$ cat src/rtl/riscv_pkg.sv
// Shared types for the RV32M multiply/divide sequencer.
//  md_op_e    : funct3 encoding of the M-extension ops
//  md_state_e : sequencer FSM states
//  helpers    : op classification (divide group, remainder, operand signedness)
package riscv_pkg;

  typedef enum logic [2:0] {
    MD_MUL    = 3'd0,
    MD_MULH   = 3'd1,
    MD_MULHSU = 3'd2,
    MD_MULHU  = 3'd3,
    MD_DIV    = 3'd4,
    MD_DIVU   = 3'd5,
    MD_REM    = 3'd6,
    MD_REMU   = 3'd7
  } md_op_e;

  typedef enum logic [1:0] {
    MD_IDLE,
    MD_CALC,
    MD_FINISH,
    MD_DONE
  } md_state_e;

  localparam int unsigned MD_ITER_DEFAULT = 32;

  function automatic logic md_is_div(input md_op_e op);
    return op[2];
  endfunction

  function automatic logic md_is_rem(input md_op_e op);
    return op[2] & op[1];
  endfunction

  function automatic logic md_a_signed(input md_op_e op);
    return op inside {MD_MUL, MD_MULH, MD_MULHSU, MD_DIV, MD_REM};
  endfunction

  function automatic logic md_b_signed(input md_op_e op);
    return op inside {MD_MUL, MD_MULH, MD_DIV, MD_REM};
  endfunction

endpackage

$ cat src/rtl/md_iter_unit.sv
// One combinational step of the iterative multiply/divide loop.
//  is_div     in  1   0: shift-add multiply step, 1: restoring divide step
//  acc_hi     in  32  multiply: product high word / divide: partial remainder
//  acc_lo     in  32  multiply: product low word + remaining multiplier bits
//                     divide: remaining dividend bits, quotient shifted in at LSB
//  operand    in  32  multiplicand / divisor magnitude
//  acc_hi_nxt out 32  accumulator high word after this step
//  acc_lo_nxt out 32  accumulator low word after this step
module md_iter_unit (
  input  logic        is_div,
  input  logic [31:0] acc_hi,
  input  logic [31:0] acc_lo,
  input  logic [31:0] operand,
  output logic [31:0] acc_hi_nxt,
  output logic [31:0] acc_lo_nxt
);

  logic [32:0] sum;
  logic [32:0] shifted;
  logic        fits;
  logic [31:0] diff_lo;

  always_comb begin
    sum     = {1'b0, acc_hi} + {1'b0, operand};
    shifted = {acc_hi, acc_lo[31]};
    fits    = (shifted >= {1'b0, operand});
    // remainder < divisor keeps a successful trial difference below 2^32
    diff_lo = shifted[31:0] - operand;

    acc_hi_nxt = acc_hi;
    acc_lo_nxt = acc_lo;
    if (is_div) begin
      if (fits) begin
        acc_hi_nxt = diff_lo;
        acc_lo_nxt = {acc_lo[30:0], 1'b1};
      end else begin
        acc_hi_nxt = shifted[31:0];
        acc_lo_nxt = {acc_lo[30:0], 1'b0};
      end
    end else begin
      if (acc_lo[0]) begin
        {acc_hi_nxt, acc_lo_nxt} = {sum, acc_lo[31:1]};
      end else begin
        {acc_hi_nxt, acc_lo_nxt} = {1'b0, acc_hi, acc_lo[31:1]};
      end
    end
  end

endmodule

$ cat src/rtl/muldiv_ctrl.sv
// Iterative RV32M multiply/divide sequencer beside the EX-stage ALU.
// Accepts one M-extension op, runs an MD_ITER-step shift-add / restoring-divide
// loop on operand magnitudes, applies sign fix-up and presents the result.
//  clk        in   1   clock
//  reset_n    in   1   synchronous active-low reset
//  md_en_ex   in   1   EX holds a valid M-extension instruction
//  md_op_ex   in   3   md_op_e operation
//  src_a_ex   in   32  rs1 operand
//  src_b_ex   in   32  rs2 operand
//  flush_E    in   1   kill the EX instruction / abort op in flight
//  ready_mem  in   1   MEM accepts EX output this cycle
//  md_result  out  32  result, valid while md_ready=1
//  md_ready   out  1   registered result-valid flag (DONE only)
//  md_busy    out  1   combinational stall request
module muldiv_ctrl
  import riscv_pkg::*;
#(
  parameter bit          FAST_SPECIAL = 1'b1,
  parameter int unsigned MD_ITER      = MD_ITER_DEFAULT
) (
  input  logic        clk,
  input  logic        reset_n,
  input  logic        md_en_ex,
  input  logic [2:0]  md_op_ex,
  input  logic [31:0] src_a_ex,
  input  logic [31:0] src_b_ex,
  input  logic        flush_E,
  input  logic        ready_mem,
  output logic [31:0] md_result,
  output logic        md_ready,
  output logic        md_busy
);

  localparam int unsigned CW = $clog2(MD_ITER + 1);
  localparam logic [CW-1:0] CNT_LAST = CW'(MD_ITER - 1);

  md_state_e   state_q, state_d;
  md_op_e      op_q, op_in;
  logic        neg_q, neg_in;
  logic [31:0] acc_hi_q, acc_lo_q, opb_q;
  logic [31:0] iter_hi, iter_lo;
  logic [CW-1:0] cnt_q;

  logic        accept, a_neg, b_neg, b_zero, ovf, special;
  logic [31:0] mag_a, mag_b;
  logic [63:0] prod, prod_fix;
  logic [31:0] div_word, div_fix, res_d;

  // operand conditioning for the op being offered in IDLE
  always_comb begin
    op_in  = md_op_e'(md_op_ex);
    accept = (state_q == MD_IDLE) & md_en_ex & ~flush_E;
    a_neg  = md_a_signed(op_in) & src_a_ex[31];
    b_neg  = md_b_signed(op_in) & src_b_ex[31];
    mag_a  = a_neg ? (32'd0 - src_a_ex) : src_a_ex;
    mag_b  = b_neg ? (32'd0 - src_b_ex) : src_b_ex;
    b_zero = (src_b_ex == '0);
    ovf    = md_is_div(op_in) & ~op_in[0] & (src_a_ex == 32'h8000_0000) & (src_b_ex == '1);
    special = FAST_SPECIAL & md_is_div(op_in) & (b_zero | ovf);
    // divide-by-zero quotient must stay all-ones regardless of dividend sign
    neg_in = md_is_rem(op_in) ? a_neg
                              : ((a_neg ^ b_neg) & ~(md_is_div(op_in) & b_zero));
  end

  md_iter_unit u_iter (
    .is_div     (md_is_div(op_q)),
    .acc_hi     (acc_hi_q),
    .acc_lo     (acc_lo_q),
    .operand    (opb_q),
    .acc_hi_nxt (iter_hi),
    .acc_lo_nxt (iter_lo)
  );

  always_comb begin
    state_d = state_q;
    unique case (state_q)
      MD_IDLE:   if (accept) state_d = special ? MD_FINISH : MD_CALC;
      MD_CALC:   if (cnt_q == CNT_LAST) state_d = MD_FINISH;
      MD_FINISH: state_d = MD_DONE;
      MD_DONE:   if (ready_mem) state_d = MD_IDLE;
      default:   state_d = MD_IDLE;
    endcase
    if (flush_E) state_d = MD_IDLE;
  end

  always_comb begin
    prod     = {acc_hi_q, acc_lo_q};
    prod_fix = neg_q ? (64'd0 - prod) : prod;
    div_word = md_is_rem(op_q) ? acc_hi_q : acc_lo_q;
    div_fix  = neg_q ? (32'd0 - div_word) : div_word;
    if (md_is_div(op_q))     res_d = div_fix;
    else if (op_q == MD_MUL) res_d = prod_fix[31:0];
    else                     res_d = prod_fix[63:32];
  end

  assign md_busy = md_en_ex & ~md_ready;

  always_ff @(posedge clk) begin
    if (!reset_n) begin
      state_q   <= MD_IDLE;
      op_q      <= MD_MUL;
      neg_q     <= 1'b0;
      acc_hi_q  <= '0;
      acc_lo_q  <= '0;
      opb_q     <= '0;
      cnt_q     <= '0;
      md_result <= '0;
      md_ready  <= 1'b0;
    end else begin
      state_q  <= state_d;
      md_ready <= (state_d == MD_DONE);
      if (accept) begin
        op_q  <= op_in;
        neg_q <= neg_in;
        opb_q <= mag_b;
        cnt_q <= '0;
        // fast divide-by-zero preloads what the loop would have produced:
        // quotient all-ones, remainder equal to the dividend magnitude
        if (special && b_zero) begin
          acc_hi_q <= mag_a;
          acc_lo_q <= '1;
        end else begin
          acc_hi_q <= '0;
          acc_lo_q <= mag_a;
        end
      end else if (state_q == MD_CALC) begin
        acc_hi_q <= iter_hi;
        acc_lo_q <= iter_lo;
        cnt_q    <= cnt_q + CW'(1);
      end
      if (state_q == MD_FINISH && !flush_E) md_result <= res_d;
    end
  end

endmodule

$ cat config.mk
export PLATFORM = sky130hd
export DESIGN_NAME = muldiv_ctrl
export DESIGN_NICKNAME = d
export VERILOG_FILES = /design/src/rtl/riscv_pkg.sv /design/src/rtl/md_iter_unit.sv /design/src/rtl/muldiv_ctrl.sv
export SDC_FILE = /design/constraint.sdc
export NUM_CORES = 1
export LEC_CHECK = 0
export BUFFER_PORTS_ARGS = -buffer_cell sky130_fd_sc_hd__buf_2
export CAP_MARGIN = 20
export CORE_AREA = 3 3 173 175
export CTS_CLUSTER_SIZE = 40
export DETAILED_ROUTE_END_ITERATION = 7
export DIE_AREA = 0 0 176 178
export PLACE_DENSITY_LB_ADDON = 0.3
export REMOVE_ABC_BUFFERS = 1
export SYNTH_ARGS = -nofsm -noshare
export SYNTH_HDL_FRONTEND = slang
export SYNTH_HIERARCHICAL = 1
export SYNTH_SLANG_ARGS = --single-unit
$ cat constraint.sdc
create_clock -name clk -period 4.3 [get_ports clk]
set_input_delay 0.215 -clock clk [delete_from_list [all_inputs] [get_ports clk]]
set_output_delay 0.215 -clock clk [all_outputs]
set_load 0.05 [all_outputs]
==> Word-level counts from Yosys, hierarchy flattened <==
Index checks and enable logic that the tools add are counted.
W data, S select, Z words.
{ "word_totals": {"reg_bits": 141, "inputBits": 72, "output_inout_bits": 34} }
{ "op_classes": {"addsub": 7, "order_cmp": 1, "eq_ne": 11, "muxes": 26, "n_bitwise": 20, "reduce_logical": 11} }
{ "op_table": {"columns": ["op", "n"], "rows": [
  ["$mux W32", 17],
  ["$sub A1 B32 Y32 const A", 3],
  ["$eq A32 B32 Y1 const B", 2],
  ["$mux W64", 1],
  ["$sub A1 B64 Y64 const A", 1],
  ["$add A32 B32 Y33", 1],
  ["$ge A33 B32 Y1", 1],
  ["$logic_not A32 Y1", 1],
  ["$sub A32 B32 Y32", 1],
  ["$and A1 B1 Y1", 13],
  ["$mux W2", 5],
  ["$pmux W2 S4", 1],
  ["$add A6 B1 Y6 const B", 1],
  ["$eq A2 B2 Y1 const B", 3],
  ["$eq A3 B3 Y1 const B", 2],
  ["$eq A6 B5 Y1 const B", 1],
  ["$logic_not A3 Y1", 2],
  ["$not A1 Y1", 5],
  ["$reduce_bool A5 Y1", 1],
  ["$reduce_bool A4 Y1", 1],
  ["$eq A3 B1 Y1 const B", 1],
  ["$eq A3 B2 Y1 const B", 1],
  ["$eq A2 B1 Y1 const B", 1],
  ["$logic_and A1 B1 Y1", 2],
  ["7 further kinds", 8]
]} }

==> Depth between registers and ports, before layout <==
{ "logic_depth": {"word_depth": 11, "ltp_mapped": 17, "mapped_depth_nobuf": 16} }

==> Modules after synthesis <==
Netlist, hierarchy kept.
{ "modules_own_cells": {"columns": ["mod", "instances", "cells_each", "area_per_inst_um2"], "rows": [
  ["muldiv_ctrl", 1, 1394, 10757.8],
  ["md_iter_unit", 1, 731, 4913.5]
]} }

==> Worst setup path after synthesis <==
No wires, ideal clock.
{ "synth_timing": {"path_kind": "reg-to-reg", "start": "register op_q[2]", "end": "register md_result[22]", "arrival_time_ns": 3.186, "t_required_ns": 4.168, "slack_ns": 0.982, "stages_incl_launch_ff": 14, "n_path_buf": 3, "period_less_slack_ns": 3.318, "cell_sequence": "dfxtp_1 > and2_1 > clkbuf_1 > buf_2 > buf_1 > mux2i_1 > ha_1 > nor2b_1 > nor4_1 > o21ai_1 > o41ai_1 > xor2_1 > a2bb2oi_1 > a21oi_1"} }
{ "synth_via": {"elab_chain_cells": 5, "elab_cells_between_ends": 7, "cone_classes": "add/sub: 1; mux: 4; bitwise: 1; reduce/logical: 1"} }
{ "synth_lines": {"columns": ["item", "line_no", "source"], "rows": [
  ["from (decl)", "muldiv_ctrl.sv:38", "md_op_e op_q, op_in;"],
  ["from (signal assigned)", "muldiv_ctrl.sv:113", "op_q <= op_in;"],
  ["$and A1 B1 Y1", "riscv_pkg.sv:32", "return op[2] & op[1];"],
  ["$mux W32", "muldiv_ctrl.sv:89", "div_word = md_is_rem(op_q) ? acc_hi_q : acc_lo_q;"],
  ["$sub A1 B32 Y32", "muldiv_ctrl.sv:90", "div_fix = neg_q ? (32'd0 - div_word) : div_word;"],
  ["$mux W32", "muldiv_ctrl.sv:90", null],
  ["$mux W32 *", "muldiv_ctrl.sv:91", "if (md_is_div(op_q)) res_d = div_fix;"],
  ["to (signal assigned)", "muldiv_ctrl.sv:131", "if (state_q == MD_FINISH && !flush_E) md_result <= res_d;"],
  ["to (decl)", "muldiv_ctrl.sv:29", "output logic [31:0] md_result,"]
]} }
Mark *: on every way between the ends. The rest lies on a longest branch, timed or not.
A chain may end at the register's enable or synchronous reset.

==> Worst setup path in the final report <==
{ "layout_timing": {"start": "register opb_q[0]", "end": "register acc_hi_q[21]"} }
{ "layout_via": {"elab_chain_cells": 5, "elab_cells_between_ends": 8, "cone_classes": "add/sub: 2; order compare: 1; mux: 5"} }
{ "layout_lines": {"columns": ["item", "line_no", "source"], "rows": [
  ["from (decl)", "muldiv_ctrl.sv:40", "logic [31:0] acc_hi_q, acc_lo_q, opb_q;"],
  ["from (signal assigned)", "muldiv_ctrl.sv:115", "opb_q <= mag_b;"],
  ["$add A32 B32 Y33 (tied with other cells)", "md_iter_unit.sv:24", "sum = {1'b0, acc_hi} + {1'b0, operand};"],
  ["$mux W32, on equally long branches", "md_iter_unit.sv:41, md_iter_unit.sv:33", null],
  ["$mux W32 *", "md_iter_unit.sv:32", "if (is_div) begin"],
  ["named net iter_hi[21]", "muldiv_ctrl.sv:41", "logic [31:0] iter_hi, iter_lo;"],
  ["$mux W32 *", "muldiv_ctrl.sv:126", "end else if (state_q == MD_CALC) begin"],
  ["$mux W32 *", "muldiv_ctrl.sv:112", "if (accept) begin"],
  ["to (signal assigned)", "muldiv_ctrl.sv:120", "acc_hi_q <= mag_a;"],
  ["to (signal assigned)", "muldiv_ctrl.sv:127", "acc_hi_q <= iter_hi;"],
  ["to (decl)", "muldiv_ctrl.sv:40", null]
]} }
Mark *: on every way through the listed nets, which the timed path passes. The rest lies on a longest branch. The select of a mux whose other input is x is not followed.

==> impl_metrics.yaml <==
route:
  via_per_inst: 6.82
  routed-via-count: 17400
  drtAntennaViolNets: 0
  first_pass_iters: 6
  drt_iter0_drc: 2095
  wirelength_um: 60000
  drc: 0
  wl_per_cell_um: 23.5
setup_path:
  timing.critical_path.mode_cell: "o211a_1"
  critPathKind: "reg -> reg"
  crit_path_end_kind: "flip-flop"
  crit_chain: "ha_1, fa_1, a211oi_2, o31ai_1, and2_1, o31a_1, o211a_1, o211a_1, or3_1, a311oi_1, a21oi_1, mux2i_1, o22ai_1"
  start_kind: "flip-flop"
  crit_fanout: 4
  r2r-start: "opb_q[0]"
  crit_slowest_cell: "fa_1"
  path_delay_family: "compound AO/OA/AOI/OAI gates"
  path_buf_inv: 0
  required_ns: 4.61
  r2r_end: "acc_hi_q[21]"
  r2r_setup_slack_ns: 0.55
  ff2ff_path_depth: 13
  cp.arrival_ns: 4.06
  cp_slowest_stage_delay_ns: 0.45
grt:
  grt_use_total_pct: 37.2
  grt_pass1_wl_um: 91900
  grt_max_degree: 106
  antenna_found_initial: 2
  grt_overflow: 0
  grt_pass1_vias: 16300
clock_network:
  cts_setup_buffers: 0
  cts.sinks: 141
  clk_latency_ns: 0.45
  cts_root_buffer: "clkbuf_16"
  cts.path.max_buffers: 2
  htree_levels: 4
  numCtsBuffers: 17
  cts.reportedPaths.clkPinSlew_ns: 0.07
  post_cts_resized: 0
  hold_buffers: 0
  cts_tree: "built"
synthesis:
  syn-cell-area_mm2: 0.0157
  ys_seq_area_share_pct: 18.0
  syn_inst: 2125
  synthArstFlopShare_pct: 0
  synth-seq-cells: 141
  ys_types: 95
  synth_edf_count: 0
  avgSynthCellArea_um2: 7.37
  ys.flop_type: "dfxtp_1"
  yosys_warnings: 6
sta:
  hold_viol: 0
  rsz0062_at_grt: "false"
  fin_worst_skew_ns: 0.0122
  tns_ns: 0
  max_slew.worst_pin.slew_ns: 1.04
  post-route-period-util_pct: 87.1
  finalSetupViolCount: 0
  fin_crit_ns: 3.75
  fmax_mhz: 267
  slew_headroom_pct: 29.7
  drv_slew: 0
min_path:
  hold_depth: 3
  worstHoldEndpoint: "opb_q[31]"
  min-delay-start: "src_b_ex[31]"
  hp-class: "in -> reg"
placed_design:
  portBuffers: 105
  detailed_place.area_mm2: 0.0166
  gp_congestion: 1.01
  dp_hpwl_um: 44800
finish:
  syn_to_final_growth_pct: 10.0
  drive_gt1_share_pct: 13.4
  nets: 2300
  antennaDiodeCount: 0
  fin_area_mm2: 0.0172
floorplan:
  io_pins: 106
  die_w_um: 176
  rows: 62
  die_area_mm2: 0.0313
  start_util_pct: 54.7
  chipHeight_um: 178
  core-area_mm2: 0.0286
pwr:
  p_leak_nw: 6.93
  ir_drop_uv: 276
  powerDensity_mw_per_mm2: 275
run:
  drv_cap: 0
status:
  outcome: "finished clean"
## logic make-up (layout without fill, tap and decap cells)
family | Yosys count | after routing | synth area share, %
mux | 146 | 146 | 9.65
simple gates | 706 | 706 | 22.9
compound gates | 671 | 671 | 28.7
fa+ha+maj | 72 | 72 | 5.84
xor+xnor | 168 | 168 | 9.39
flops | 141 | 141 | 18.0
buf+inv | 221 | 265 | 5.54
## where the power goes
group / switching (mW) / internal, mW / total, mW
clock network: 0.699 / 0.928 / 1.63
logic: 1.02 / 0.610 / 1.63
registers: 0.127 / 1.36 / 1.49
total: 1.85 / 2.90 / 4.75
## Yosys cell counts, types with 5 or more instances
cell | n | area (µm²)
a211o_1 | 12 | 105
a211oi_1 | 52 | 390
a21o_1 | 45 | 338
a21oi_1 | 149 | 746
a221oi_1 | 37 | 324
a22oi_1 | 9 | 67.6
a311oi_1 | 10 | 87.6
a31o_2 | 5 | 43.8
a31oi_1 | 42 | 263
and2_1 | 19 | 119
and3_1 | 21 | 131
buf_1 | 11 | 41.3
buf_2 | 13 | 65.1
clkbuf_1 | 134 | 503
dfxtp_1 | 141 | 2820
ha_1 | 70 | 876
inv_1 | 57 | 214
mux2_2 | 41 | 462
mux2i_1 | 105 | 1050
nand2_1 | 192 | 721
nand2b_1 | 13 | 81.3
nand3_1 | 46 | 230
nand4_1 | 26 | 163
nor2_1 | 168 | 631
nor2b_1 | 24 | 150
nor3_1 | 50 | 250
nor4_1 | 36 | 225
nor4b_1 | 5 | 43.8
o211a_1 | 5 | 50.1
o211ai_1 | 12 | 90.1
o21a_1 | 9 | 67.6
o21ai_0 | 120 | 601
o21ai_1 | 18 | 90.1
o221ai_1 | 12 | 105
o22a_1 | 18 | 158
o22ai_1 | 14 | 87.6
o31a_1 | 5 | 43.8
o31ai_1 | 34 | 255
o41ai_1 | 15 | 131
or2_2 | 8 | 50.1
or3_1 | 33 | 206
or4_1 | 21 | 158
xnor2_1 | 83 | 727
xor2_1 | 85 | 744
## layer usage
layer | vias to the layer above | track usage [%] | wire [µm]
met1 | 8114 | 48.3 | 24700
li1 | 8041 | - | -
met5 | - | 0 | 11
met4 | 2 | 18.9 | 3230
met3 | 218 | 6.00 | 5300
met2 | 1028 | 59.9 | 26800
## worst max-delay path by stage
stage,slack [ns],end,cells past startpoint,startpoint
after floorplan,-4.71,acc_hi_q[29],3,state_q[1]
after global placement,0.68,acc_hi_q[21],13,acc_hi_q[0]
after detailed placement,0.66,acc_hi_q[17],15,opb_q[1]
after CTS,0.64,acc_hi_q[17],15,opb_q[1]
after global routing,0.20,acc_hi_q[17],15,opb_q[1]
final,0.55,acc_hi_q[21],13,opb_q[0]
## worst min-delay path: stages
cell and delay, ns:
buf_2 0.12, nand3_1 0.06, a21oi_1 0.05
## layout make-up
class | instances | area (µm²)
multi-input combinational | 1763 | 12000
inverter | 59 | 221
timing repair buffer | 174 | 1090
fill | 2755 | 11400
clock buffer | 18 | 429
clock inverter | 14 | 185
sequential | 141 | 2830
tap | 384 | 480
## flip-flops by register name, summed over array words and instances (netlist names)
| register | flops |
|---|---|
| op_q | 3 |
| opb_q | 32 |
| md_ready | 1 |
| neg_q | 1 |
| cnt_q | 6 |
| state_q | 2 |
| md_result | 32 |
| acc_lo_q | 32 |
| acc_hi_q | 32 |
## layout by cell type, fill, tap and decap left out, types with 10 or more instances in the layout
master	n
ha_1	70
o21ai_0	120
nor2_1	167
xor2_1	85
nand4_1	26
or4_1	21
nor3_1	49
or3_1	33
o22a_1	18
a311oi_1	10
dfxtp_1	139
a21o_1	45
a221oi_1	37
a211o_1	12
buf_4	66
nor4_1	36
and2_1	18
nand3_1	46
buf_2	105
o221ai_1	12
nor2b_1	23
mux2_2	41
o31ai_1	34
o211ai_1	12
and3_1	21
mux2i_1	105
nand2_1	192
inv_1	56
a21oi_1	149
clkbuf_16	17
o21ai_1	18
a31oi_1	42
xnor2_1	83
o22ai_1	14
a211oi_1	52
o41ai_1	15
nand2b_1	13
## per-stage QoR
stage                     std cells  power, mW  hold WS (ns)  utilization, %  setup slack, ns
final                          2553       4.75        0.0517            60.2            0.554
after global routing           2553       4.94        0.0619            60.2            0.202
after CTS                      2552       4.69        0.0443            60.1            0.636
after detailed placement       2520       3.08         0.438            58.0            0.663
after global placement         2520       3.07         0.430            58.0            0.683
after floorplan                1963       2.56         0.325               -            -4.71
(Power assumes the default switching activity.)
